[src/rtl/insn_enc_pkg.sv]
// Shared types and constants for the RV32I instruction encoder.
// Format codes, the canonical NOP and the request bundle live here.
package insn_enc_pkg;

    localparam logic [2:0] FMT_R = 3'd0;
    localparam logic [2:0] FMT_I = 3'd1;
    localparam logic [2:0] FMT_S = 3'd2;
    localparam logic [2:0] FMT_B = 3'd3;
    localparam logic [2:0] FMT_U = 3'd4;
    localparam logic [2:0] FMT_J = 3'd5;

    // addi x0, x0, 0
    localparam logic [31:0] NOP = 32'h0000_0013;

    // Which register/function fields each format keeps
    localparam logic [31:0] MASK_R  = 32'hFFFF_FF80;
    localparam logic [31:0] MASK_I  = 32'h000F_FF80;
    localparam logic [31:0] MASK_SB = 32'h01FF_F000;
    localparam logic [31:0] MASK_UJ = 32'h0000_0F80;

    typedef struct packed {
        logic [2:0]  fmt;
        logic [6:0]  opcode;
        logic [4:0]  rd;
        logic [4:0]  rs1;
        logic [4:0]  rs2;
        logic [2:0]  funct3;
        logic [6:0]  funct7;
        logic [31:0] imm;
    } req_t;

    function automatic logic fmt_legal(input logic [2:0] fmt);
        return fmt <= FMT_J;
    endfunction

endpackage

[src/rtl/insn_enc_imm_scatter.sv]
// Per-format immediate scattering and error flag for the encoder.
// Range/alignment checking exists only with INSN_ENC_RANGE_CHECK_EN.
module insn_enc_imm_scatter
    import insn_enc_pkg::*;
(
    input  logic [2:0]  fmt,
    input  logic [31:0] imm,
    output logic [31:0] bits,
    output logic        err
);

    always_comb begin
        bits = '0;
        unique case (1'b1)
            (fmt == FMT_I): bits = {imm[11:0], 20'b0};
            (fmt == FMT_S): bits = {imm[11:5], 13'b0, imm[4:0], 7'b0};
            (fmt == FMT_B): bits = {imm[12], imm[10:5], 13'b0,
                                    imm[4:1], imm[11], 7'b0};
            (fmt == FMT_U): bits = {imm[31:12], 12'b0};
            (fmt == FMT_J): bits = {imm[20], imm[10:1], imm[11],
                                    imm[19:12], 12'b0};
            default:        bits = '0;
        endcase
    end

`ifdef INSN_ENC_RANGE_CHECK_EN
    // A value fits an n-bit signed field when bits [31:n-1] all match
    logic fit12;
    logic fit13;
    logic fit21;

    assign fit12 = (&imm[31:11]) || !(|imm[31:11]);
    assign fit13 = (&imm[31:12]) || !(|imm[31:12]);
    assign fit21 = (&imm[31:20]) || !(|imm[31:20]);

    always_comb begin
        err = 1'b0;
        unique case (1'b1)
            (fmt == FMT_R):                 err = 1'b0;
            (fmt == FMT_I), (fmt == FMT_S): err = !fit12;
            (fmt == FMT_B):                 err = !fit13 || imm[0];
            (fmt == FMT_U):                 err = |imm[11:0];
            (fmt == FMT_J):                 err = !fit21 || imm[0];
            default:                        err = 1'b1;
        endcase
    end
`else
    assign err = !fmt_legal(fmt);
`endif

endmodule

[src/rtl/insn_encoder.sv]
// Two-stage RV32I instruction encoder with valid/ready on both sides.
// Define INSN_ENC_RANGE_CHECK_EN to flag immediates that do not fit.
module insn_encoder
    import insn_enc_pkg::*;
#(
    parameter int CNT_W = 16
) (
    input  logic             clk_i,
    input  logic             rst_i,
    input  logic             in_valid_i,
    output logic             in_ready_o,
    input  logic [2:0]       fmt_i,
    input  logic [6:0]       opcode_i,
    input  logic [4:0]       rd_i,
    input  logic [4:0]       rs1_i,
    input  logic [4:0]       rs2_i,
    input  logic [2:0]       funct3_i,
    input  logic [6:0]       funct7_i,
    input  logic [31:0]      imm_i,
    output logic             out_valid_o,
    input  logic             out_ready_i,
    output logic [31:0]      insn_o,
    output logic             err_o,
    output logic [CNT_W-1:0] cnt_o
);

    req_t             req;
    req_t             s1_req;
    logic             s1_valid;
    logic             s2_valid;
    logic [31:0]      s2_insn;
    logic             s2_err;
    logic [CNT_W-1:0] cnt;

    logic             s2_hold;
    logic             s1_adv;
    logic [31:0]      imm_bits;
    logic             imm_err;
    logic [31:0]      fields;
    logic [31:0]      mask;
    logic [31:0]      word;

    always_comb begin
        req.fmt    = fmt_i;
        req.opcode = opcode_i;
        req.rd     = rd_i;
        req.rs1    = rs1_i;
        req.rs2    = rs2_i;
        req.funct3 = funct3_i;
        req.funct7 = funct7_i;
        req.imm    = imm_i;
    end

    assign s2_hold    = s2_valid && !out_ready_i;
    assign s1_adv     = s1_valid && !s2_hold;
    assign in_ready_o = !s1_valid || s1_adv;

    insn_enc_imm_scatter u_scatter (
        .fmt  (s1_req.fmt),
        .imm  (s1_req.imm),
        .bits (imm_bits),
        .err  (imm_err)
    );

    assign fields = {s1_req.funct7, s1_req.rs2, s1_req.rs1,
                     s1_req.funct3, s1_req.rd, 7'b0};

    always_comb begin
        mask = '0;
        unique case (1'b1)
            (s1_req.fmt == FMT_R):                        mask = MASK_R;
            (s1_req.fmt == FMT_I):                        mask = MASK_I;
            (s1_req.fmt == FMT_S), (s1_req.fmt == FMT_B): mask = MASK_SB;
            (s1_req.fmt == FMT_U), (s1_req.fmt == FMT_J): mask = MASK_UJ;
            default:                                      mask = '0;
        endcase
    end

    always_comb begin
        word = {25'b0, s1_req.opcode} | imm_bits | (fields & mask);
        if (!fmt_legal(s1_req.fmt)) begin
            word = NOP;
        end
    end

    always_ff @(posedge clk_i or negedge rst_i) begin
        if (!rst_i) begin
            s1_valid <= 1'b0;
            s1_req   <= '0;
        end else if (in_ready_o) begin
            s1_valid <= in_valid_i;
            if (in_valid_i) begin
                s1_req <= req;
            end
        end
    end

    always_ff @(posedge clk_i or negedge rst_i) begin
        if (!rst_i) begin
            s2_valid <= 1'b0;
            s2_insn  <= '0;
            s2_err   <= 1'b0;
        end else if (!s2_hold) begin
            s2_valid <= s1_valid;
            if (s1_valid) begin
                s2_insn <= word;
                s2_err  <= imm_err;
            end
        end
    end

    always_ff @(posedge clk_i or negedge rst_i) begin
        if (!rst_i) begin
            cnt <= '0;
        end else if (s2_valid && out_ready_i) begin
            cnt <= cnt + 1'b1;
        end
    end

    assign out_valid_o = s2_valid;
    assign insn_o      = s2_insn;
    assign err_o       = s2_err;
    assign cnt_o       = cnt;

endmodule
[config.mk]
export PLATFORM = sky130hd
export DESIGN_NAME = insn_encoder
export DESIGN_NICKNAME = d
export VERILOG_FILES = /design/src/rtl/insn_enc_pkg.sv /design/src/rtl/insn_enc_imm_scatter.sv /design/src/rtl/insn_encoder.sv
export SDC_FILE = /design/constraint.sdc
export NUM_CORES = 1
export LEC_CHECK = 0
export BUFFER_PORTS_ARGS = -buffer_cell sky130_fd_sc_hd__buf_2
export CORE_MARGIN = 4
export CORE_UTILIZATION = 55
export CTS_BUF_LIST = sky130_fd_sc_hd__clkbuf_2
export DETAILED_ROUTE_END_ITERATION = 10
export GPL_ROUTABILITY_DRIVEN = 0
export GPL_TIMING_DRIVEN = 0
export PLACE_DENSITY = 0.88
export SLEW_MARGIN = 20
export SYNTH_ARGS = -nofsm -noshare
export SYNTH_HDL_FRONTEND = slang
export SYNTH_SLANG_ARGS = --single-unit
[constraint.sdc]
create_clock -name clk_i -period 3.85 [get_ports clk_i]
set_input_delay 1.155 -clock clk_i [delete_from_list [all_inputs] [get_ports clk_i]]
set_output_delay 1.155 -clock clk_i [all_outputs]
set_load 0.005 [all_outputs]
==> results.sh <==
export IMPL_power_leakage_nw=2.76
export IMPL_grt_pass1_vias=3627
export IMPL_crit_type="input pin to primary output"
export IMPL_rrSetupSlack_ns=2.20
export IMPL_clock_sinks=118
export IMPL_finalHoldViolations=0
export IMPL_r2r_cells=5
export IMPL_peakVddDrop_mv=0.270
export IMPL_final_cell_mix="128 x buf_2, 118 x dfrtp_1, 72 x mux2_2"
export IMPL_cp_max_fo=4
export IMPL_max_freq_ghz=0.357
export IMPL_max_stage_delay_ns=0.20
export IMPL_power_density_nw_per_um2=525
export IMPL_synth_edf_count=0
export IMPL_io_buffers=121
export IMPL_yosysUniqueCellTypes=35
export IMPL_ios=122
export IMPL_cts_resized=0
export IMPL_synth_seq_cells=118
export IMPL_async_reset_ff_frac=1.00
export IMPL_routed_via_density=5.60
export IMPL_drv_cap=0
export IMPL_final_nets=579
export IMPL_die_h_um=102
export IMPL_fin_setup_tns_ns=0
export IMPL_synthToLayoutAreaGrowth_pct=20.6
export IMPL_clkTransAtPathRegs_ns=0.17
export IMPL_multi_input_area_um2=1790
export IMPL_r2r_start="s1_req[64]"
export IMPL_cpMostUsedCell="buf_2"
export IMPL_finalClockSkew_ns=0.0355
export IMPL_h_tree_depth=4
export IMPL_diodes=0
export IMPL_overflow=0
export IMPL_start_kind="input pin"
export IMPL_stdcell_count=628
export IMPL_end_kind="primary output"
export IMPL_netlist_area_um2=4880
export IMPL_cts_buffers=17
export IMPL_hp_class="input pin to async pin"
export IMPL_cp_cell_sequence="buf_2 -> nand3b_1 -> buf_2"
export IMPL_grt_usage=0.230
export IMPL_rsz0062_at_grt="no"
export IMPL_dr_pass1_iters=5
export IMPL_seqCellArea_um2=2950
export IMPL_grt_met1_usage=0.301
export IMPL_initial_core_util=0.562
export IMPL_row_count=34
export IMPL_r2r_end="insn_o[30]"
export IMPL_grt_antenna_before_repair=0
export IMPL_syn_inst=366
export IMPL_cts_tree="yes"
export IMPL_drt_iter0_drc=124
export IMPL_placed_cells=596
export IMPL_ys_seq_area_frac=0.605
export IMPL_finalSetupViolCount=0
export IMPL_period_minus_slack_ns=2.80
export IMPL_coreArea_um2=8680
export IMPL_grt_start_max_net_pins=82
export IMPL_met3_usage=0.0464
export IMPL_avgSynthCellArea_um2=13.3
export IMPL_report_final_slew_viol_count=0
export IMPL_final_antenna_net_count=0
export IMPL_nFillCells=679
export IMPL_max_slew_margin_rel=0.538
export IMPL_drive_gt1_frac=0.456
export IMPL_dr_total_vias=3518
export IMPL_cpMaxStageDelayCell="nand3b_1"
export IMPL_dp_hpwl_um=8360
export IMPL_grt_use_met2=0.377
export IMPL_cts_buffer_depth=2
export IMPL_die_w_um=102
export IMPL_grt_pass1_wl_um=18100
export IMPL_drc=0
export IMPL_die_area_um2=10400
export IMPL_hold_buffers=0
export IMPL_outcome="finished clean"
export IMPL_wl_per_cell_um=18.3
export IMPL_final_period_utilization=0.728
export IMPL_critPathRequiredTime_ns=2.69
export IMPL_wl_um=11500
export IMPL_ys_flop_type="dfrtp_1"
export IMPL_root_buffer="clkbuf_2"
export IMPL_tightestPinTransition_ns=0.691
export IMPL_post_cts_setup_buffers=0
export IMPL_arrival_ns=1.65
export IMPL_ys_warn_count=0
export IMPL_clock_latency_ns=0.65
export IMPL_final_common_cell="buf_2"
export IMPL_grt_busiest_layer="met2"
export IMPL_synth_nets=438
==> sequential cells by signal, summed over array words and instances, names as in the netlist <==
signal	count
fields	25
cnt_o	16
s1_req	42
out_valid_o	1
s1_valid	1
insn_o	32
err_o	1
==> logic make-up (layout without fill, tap and decap cells) <==
logic type | Yosys count | in the layout | share of synthesized area
flip-flops | 118 | 118 | 0.605
multiplexers | 73 | 73 | 0.171
AND/OR/NAND/NOR | 72 | 72 | 0.0669
AO/OA/AOI/OAI | 62 | 62 | 0.0992
buffers and inverters | 25 | 179 | 0.0285
XOR/XNOR | 15 | 15 | 0.0269
adder cells (fa/ha/maj) | 1 | 1 | 0.00256
==> where the power goes <==
group	switching (mW)	internal (mW)	leakage (nW)	total, mW
logic	0.323	0.356	1.23	0.679
registers	0.160	1.46	1.40	1.62
clock network	0.437	0.352	0.140	0.789
total	0.920	2.17	2.76	3.09
==> critical path: cells and delay by family <==
kind,cells,cell delay (ns)
buffers and inverters,2,0.29
AND/OR/NAND/NOR,1,0.20
==> worst max path at each step <==
stage | start | end | slack [ns] | depth (start not counted)
2_1_floorplan | out_ready_i | in_ready_o | 1.35 | 1
3_3_place_gp | rst_i | cnt_o[3] | 0.31 | 1
3_5_place_dp | out_ready_i | in_ready_o | 1.04 | 3
4_1_cts | out_ready_i | in_ready_o | 1.04 | 3
5_1_grt | out_ready_i | in_ready_o | 1.01 | 3
6_report | out_ready_i | in_ready_o | 1.05 | 3
==> cells in the mapped netlist, drive strengths merged (2+ instances only) <==
| library cell | count | area share |
|---|---|---|
| mux2 | 72 | 0.17 |
| and3 | 2 | 0.0026 |
| xor2 | 6 | 0.011 |
| nand4 | 2 | 0.0026 |
| o221ai | 6 | 0.011 |
| nand2b | 4 | 0.0051 |
| nand3 | 8 | 0.0082 |
| a21oi | 3 | 0.0031 |
| buf | 13 | 0.019 |
| o21ai | 5 | 0.0051 |
| o21a | 6 | 0.0092 |
| nand2 | 9 | 0.0074 |
| clkbuf | 8 | 0.0064 |
| a22oi | 17 | 0.026 |
| dfrtp | 118 | 0.61 |
| o22a | 3 | 0.0054 |
| inv | 4 | 0.0031 |
| nor4 | 2 | 0.0038 |
| xnor2 | 9 | 0.016 |
| a22o | 8 | 0.014 |
| a221oi | 14 | 0.025 |
| nor2 | 40 | 0.031 |
==> area by class of cell <==
type,instances,area share
Inverter,4,0.00255
Tap cell,108,0.0230
Multi-Input combinational cell,223,0.304
Clock inverter,13,0.0234
Buffer,21,0.0210
Sequential cell,118,0.502
Clock buffer,19,0.0162
Timing Repair Buffer,122,0.109
==> routing by layer <==
metal	wire length (µm)	vias up	part of all wire
li1	-	1613	-
met1	4820	1751	0.42
met2	5740	131	0.50
met3	705	23	0.061
met4	248	0	0.022
met5	0	-	0
==> through the flow <==
step / utilization / instance area, µm² / hold slack [ns] / setup WS, ns / power, mW
3_5_place_dp: 0.652 / 5650 / 0.473 / 1.04 / 2.33
6_report: 0.678 / 5890 / 0.385 / 1.05 / 3.09
5_1_grt: 0.678 / 5890 / 0.354 / 1.01 / 3.26
4_1_cts: 0.678 / 5890 / 0.353 / 1.04 / 3.12
2_1_floorplan: - / 4880 / 0.454 / 1.35 / 2.01
3_3_place_gp: 0.648 / 5620 / 0.457 / 0.313 / 2.28
Note: power is estimated with default switching activity, not from simulation.
